**src/rtl/cpu_loader.sv**
```systemverilog
// Byte-stream loader: writes imem/dmem, reads dmem back, starts/stops the CPU. Write pulse 1 cycle after the last data byte;
// first readback byte 3 cycles after the last address byte. in_ready only while collecting a command; readback waits on out_ready indefinitely.
module cpu_loader #(
    parameter int TIMEOUT = 1023
) (
    input  logic        clk,
    input  logic        arst_n,
    input  logic        in_valid,
    output logic        in_ready,
    input  logic [7:0]  in_data,
    output logic        out_valid,
    input  logic        out_ready,
    output logic [7:0]  out_data,
    output logic [31:0] addr_ext,
    output logic [31:0] wdata_ext,
    output logic        wen_ext,
    output logic        ren_ext,
    input  logic [31:0] rdata_ext,
    output logic [31:0] addr_ext_2,
    output logic [31:0] wdata_ext_2,
    output logic        wen_ext_2,
    output logic        ren_ext_2,
    input  logic [31:0] rdata_ext_2,
    output logic        cpu_enable,
    output logic        busy,
    output logic        err
);
    localparam logic [2:0] S_IDLE     = 3'd0;
    localparam logic [2:0] S_GET_ADDR = 3'd1;
    localparam logic [2:0] S_GET_DATA = 3'd2;
    localparam logic [2:0] S_WRITE    = 3'd3;
    localparam logic [2:0] S_RD_REQ   = 3'd4;
    localparam logic [2:0] S_RD_WAIT  = 3'd5;
    localparam logic [2:0] S_SEND     = 3'd6;

    localparam logic [1:0] OP_IMEM = 2'd1;
    localparam logic [1:0] OP_DMEM = 2'd2;
    localparam logic [1:0] OP_RD   = 2'd3;

    localparam int TW = (TIMEOUT < 2) ? 1 : $clog2(TIMEOUT);

    logic [2:0]    state;
    logic [1:0]    op;
    logic [1:0]    bcnt;
    logic [TW-1:0] tcnt;
    logic [31:0]   a_sh;
    logic [31:0]   d_sh;
    logic [31:0]   rd_sh;
    logic          ready_en;
    logic          take;
    logic          xfer;
    logic          last;
    logic          tmo;
    logic          unused;

    // Instruction memory is write-only from the loader.
    assign unused   = ^rdata_ext;
    assign ren_ext  = 1'b0;

    assign in_ready  = ready_en && (state == S_IDLE || state == S_GET_ADDR || state == S_GET_DATA);
    assign out_valid = (state == S_SEND);
    assign out_data  = rd_sh[31:24];
    assign busy      = (state != S_IDLE);
    assign wen_ext   = (state == S_WRITE) && (op == OP_IMEM);
    assign wen_ext_2 = (state == S_WRITE) && (op == OP_DMEM);
    assign ren_ext_2 = (state == S_RD_REQ) || (state == S_RD_WAIT);

    assign take = in_valid && in_ready;
    assign xfer = out_valid && out_ready;
    assign last = (bcnt == 2'd3);
    assign tmo  = (tcnt == TW'(TIMEOUT - 1));

    always_ff @(posedge clk or negedge arst_n) begin
        if (!arst_n) begin
            state       <= S_IDLE;
            op          <= 2'd0;
            bcnt        <= 2'd0;
            tcnt        <= '0;
            a_sh        <= 32'd0;
            d_sh        <= 32'd0;
            rd_sh       <= 32'd0;
            ready_en    <= 1'b0;
            addr_ext    <= 32'd0;
            wdata_ext   <= 32'd0;
            addr_ext_2  <= 32'd0;
            wdata_ext_2 <= 32'd0;
            cpu_enable  <= 1'b0;
            err         <= 1'b0;
        end else begin
            ready_en <= 1'b1;
            case (state)
                S_IDLE: begin
                    bcnt <= 2'd0;
                    tcnt <= '0;
                    if (take) begin
                        case (in_data)
                            8'h01, 8'h02, 8'h03: begin
                                op    <= in_data[1:0];
                                state <= S_GET_ADDR;
                            end
                            8'h04:   cpu_enable <= 1'b1;
                            8'h05:   cpu_enable <= 1'b0;
                            8'h06:   err        <= 1'b0;
                            default: err        <= 1'b1;
                        endcase
                    end
                end
                S_GET_ADDR: begin
                    if (take) begin
                        a_sh <= {a_sh[23:0], in_data};
                        bcnt <= bcnt + 2'd1;
                        tcnt <= '0;
                        if (last) begin
                            if (op != OP_RD) begin
                                state <= S_GET_DATA;
                            end else if (cpu_enable) begin
                                err   <= 1'b1;
                                state <= S_IDLE;
                            end else begin
                                addr_ext_2 <= {a_sh[23:0], in_data};
                                state      <= S_RD_REQ;
                            end
                        end
                    end else if (tmo) begin
                        err   <= 1'b1;
                        state <= S_IDLE;
                    end else begin
                        tcnt <= tcnt + TW'(1);
                    end
                end
                S_GET_DATA: begin
                    if (take) begin
                        d_sh <= {d_sh[23:0], in_data};
                        bcnt <= bcnt + 2'd1;
                        tcnt <= '0;
                        if (last) begin
                            // A running CPU owns the memories: swallow the payload, flag it.
                            if (cpu_enable) begin
                                err   <= 1'b1;
                                state <= S_IDLE;
                            end else begin
                                if (op == OP_IMEM) begin
                                    addr_ext  <= a_sh;
                                    wdata_ext <= {d_sh[23:0], in_data};
                                end else begin
                                    addr_ext_2  <= a_sh;
                                    wdata_ext_2 <= {d_sh[23:0], in_data};
                                end
                                state <= S_WRITE;
                            end
                        end
                    end else if (tmo) begin
                        err   <= 1'b1;
                        state <= S_IDLE;
                    end else begin
                        tcnt <= tcnt + TW'(1);
                    end
                end
                S_WRITE:  state <= S_IDLE;
                S_RD_REQ: state <= S_RD_WAIT;
                S_RD_WAIT: begin
                    rd_sh <= rdata_ext_2;
                    bcnt  <= 2'd0;
                    state <= S_SEND;
                end
                S_SEND: begin
                    if (xfer) begin
                        rd_sh <= {rd_sh[23:0], 8'h00};
                        bcnt  <= bcnt + 2'd1;
                        if (last) state <= S_IDLE;
                    end
                end
                default: state <= S_IDLE;
            endcase
        end
    end
endmodule

```
**config.mk**
```make
export PLATFORM = sky130hd
export DESIGN_NAME = cpu_loader
export DESIGN_NICKNAME = d
export VERILOG_FILES = /design/src/rtl/cpu_loader.sv
export SDC_FILE = /design/constraint.sdc
export NUM_CORES = 1
export LEC_CHECK = 0
export CORE_AREA = 3 3 175 177
export DETAILED_ROUTE_END_ITERATION = 7
export DIE_AREA = 0 0 178 180
export PLACE_DENSITY = 0.58
export SLEW_MARGIN = 40
export SYNTH_ARGS = -nofsm -noshare
export SYNTH_HDL_FRONTEND = slang
export SYNTH_SLANG_ARGS = --single-unit
```
**constraint.sdc**
```tcl
create_clock -name clk -period 3 [get_ports clk]
set_input_delay 0.6 -clock clk [delete_from_list [all_inputs] [get_ports clk]]
set_output_delay 0.6 -clock clk [all_outputs]
set_load 0.03 [all_outputs]
```
==> summary.txt <==
Post-CTS Setup Bufs = 0
Die area = 32000 um2
CP startpoint kind = flip-flop
Biggest area consumer among synthesized cells = dfrtp_1
Status = complete, no violations
Grt total ovfl = 0
Synth unique cells = 53
Wire length per cell = 18.0 um
CTS tree = built
Clock Skews = 0.0112 ns
Post-synth EDFFs = 0
First-pass GRT wire length = 38600 um
CTS clock-pin slew for the worst setup and hold paths = 0.06 ns
Initial antenna violation count = 0
Total inserted antenna cells = 0
Slowest stage cell, crit path = clkdlybuf4s50_1
Worst Hold Slack = 0.0988 ns
Post-route cell area = 13500 um2
Syn Inst Count = 725
HPWL Detailed = 15800 um
Reg-to-reg setup timing slack = 0.54 ns
VDD IR max = 289 uV
Detail Route Antenna Nets = 0
Final Hold Fails = 0
Post-DP Area = 12600 um2
Primary FF master, synth = dfrtp_1
P&R area growth vs syn = 32.3%
Clk_lat worst skew = 0.52 ns
Vias/cell = 4.82
Reg2reg path depth = 6
Core Area = 29400 um2
Largest delay contributor family on the critical path = buffers and inverters
Worst Path Arrival = 2.29 ns
Number of I/O port buffers = 187
Share of cells above drive strength 1 = 28.8%
Worst Path Required = 2.40 ns
Max-Cap Viols = 0
Max Clk Rate = 0.346 GHz
TritonRoute pass-1 iters = 4
Seq cells post-synth = 236
Leakage power = 6.31 nW
Num CTS Buffers = 26
Most frequent cells after synthesis = dfrtp_1, mux2_2, nand2_1, mux2_1, mux2_4
Clk Tree Root Cell = clkbuf_16
Chip width = 178 um
FILL cells = 2693
Yosys top cell area share = 58.1%
Unrepaired setup endpoints after global routing = false
Headroom to the max-slew limit = 52.4%
Cell Rows = 63
Initial Util = 34.6%
GR Util All Layers = 14.9%
Die height = 180 um
I/O pin total = 221
Element type at the critical path end = output pin
Total number of vias = 6422
Clk buf depth = 3
Initial DRC Count = 341
Final nets = 1001
Largest net degree at the start of global routing = 90
Mean Syn Cell Area = 14.0 um2
Synth area leaders = dfrtp_1, mux2_2, mux2_4, mux2_1, mux2i_1
Period utilization = 96.4%
FF-to-FF Start = state[0]
Final GP Congestion = 0.864
Hold crit path type = in -> async
H-Tree Depth = 1
CP Buf/Inv Count = 1
Worst Setup SP = state[0]
Placed insts = 1284
Crit path max fanout = 11
Hold-fix buffers, CTS = 0
Fin crit period = 2.89 ns
Number of remaining DRC errors = 0
Net Count, Synth = 804
Vias in the first global route = 6782
Final setup viols = 0
Worst-margin pin slew = 0.714 ns
Mapped cell area = 10200 um2
CP Cell Sequence = nand3_1 > nor3b_1 > clkdlybuf4s50_1
Worst r2r dst = addr_ext_2[31]
Total Wirelength = 23900 um
Sequential-to-total area share from yosys stat = 58.1%
Power per cell area = 566 nW/um2
Slew Viols, Final = 0
WS Path Type = reg -> out
Ys async rst share = 100%
Critical path's largest stage delay = 0.72 ns
Synth warnings = 0
Layout Cells excl Fill = 1332
Clk sinks = 236
Most common cell in the synthesized netlist = dfrtp_1
Setup tns final = 0 ns
cell families (layout without fill, tap and decap cells):
kind of cell	count (synthesis)	after routing	synth area share [%]
compound gates	66	66	4.21
xor+xnor	5	5	0.431
fa+ha+maj	3	3	0.369
buf+inv	58	275	3.35
flops	236	236	58.1
mux	246	246	28.0
other cells	2	2	0.0738
simple gates	109	109	5.46
power by group:
group          switching, mW  internal, mW  leakage [nW]
combinational          0.347         0.371          2.62
sequential             0.208          3.44          3.26
clock                   1.24          2.01         0.429
total                   1.79          5.82          6.31
worst reg2reg max path: stages, from the launching register on:
cell,delay (ns)
dfrtp_1,0.53
a21oi_4,0.22
and2_4,0.17
a31oi_1,0.10
or4b_2,0.74
buf_12,0.24
mux2_1,0.35
layout by cell type (no fill, tap or decap), types with 18 or more instances in the layout:
| cell | instances |
|---|---|
| dfrtp_1 | 235 |
| mux2_1 | 31 |
| mux2_4 | 30 |
| mux2i_1 | 25 |
| mux2_2 | 160 |
| o21ai_0 | 29 |
| nor2_1 | 18 |
| clkdlybuf4s50_1 | 184 |
| buf_4 | 25 |
| nand2_1 | 42 |
| clkbuf_16 | 27 |
layer usage:
metal | global-route usage, % | wire length, um
met3 | 3.55 | 1630
met1 | 20.3 | 10600
met4 | 3.27 | 390
met5 | 0 | 0
met2 | 24.1 | 11300
sequential cells by signal (all words and copies together) (netlist names):
register,count
ready_en,1
a_sh,32
op,2
rd_sh,32
cpu_enable,1
addr_ext_2,32
state,3
err,1
tcnt,10
d_sh,24
wdata_ext,32
addr_ext,32
bcnt,2
wdata_ext_2,32
worst max path at each step:
stage	end	slack [ns]	cells past startpoint
3_5_place_dp	addr_ext_2[0]	0.03	7
4_1_cts	wen_ext_2	0.1	3
2_1_floorplan	addr_ext_2[10]	0.69	8
5_1_grt	wen_ext_2	0.003	3
3_3_place_gp	addr_ext_2[0]	0.02	7
6_report	wen_ext_2	0.11	3
cell type report:
| class | instances | area (um2) | share of cell area [%] |
|---|---|---|---|
| clock inverters | 6 | 105 | 0.781 |
| flip-flops and latches | 236 | 5910 | 43.9 |
| repair buffers | 219 | 2220 | 16.5 |
| inverters | 8 | 30.0 | 0.223 |
| clock buffers | 42 | 772 | 5.74 |
| multi-input cells | 431 | 3940 | 29.3 |
| well taps | 390 | 488 | 3.63 |
timing repair:
| item | CTS | global route |
|---|---|---|
| gates resized for setup | 1 | 1 |
| pin swaps | 0 | 0 |
| setup endpoints to repair | 1 | 1 |
stage by stage:
step	setup WS [ns]	total power, mW	util, %
global placement	0.0209	4.43	42.8
global route	0.00261	7.99	45.8
floorplan	0.692	4.11	-
finish	0.108	7.62	45.8
detailed placement	0.0264	4.45	42.8
CTS	0.0965	7.75	45.8
Note: power is estimated with default switching activity, not from simulation.
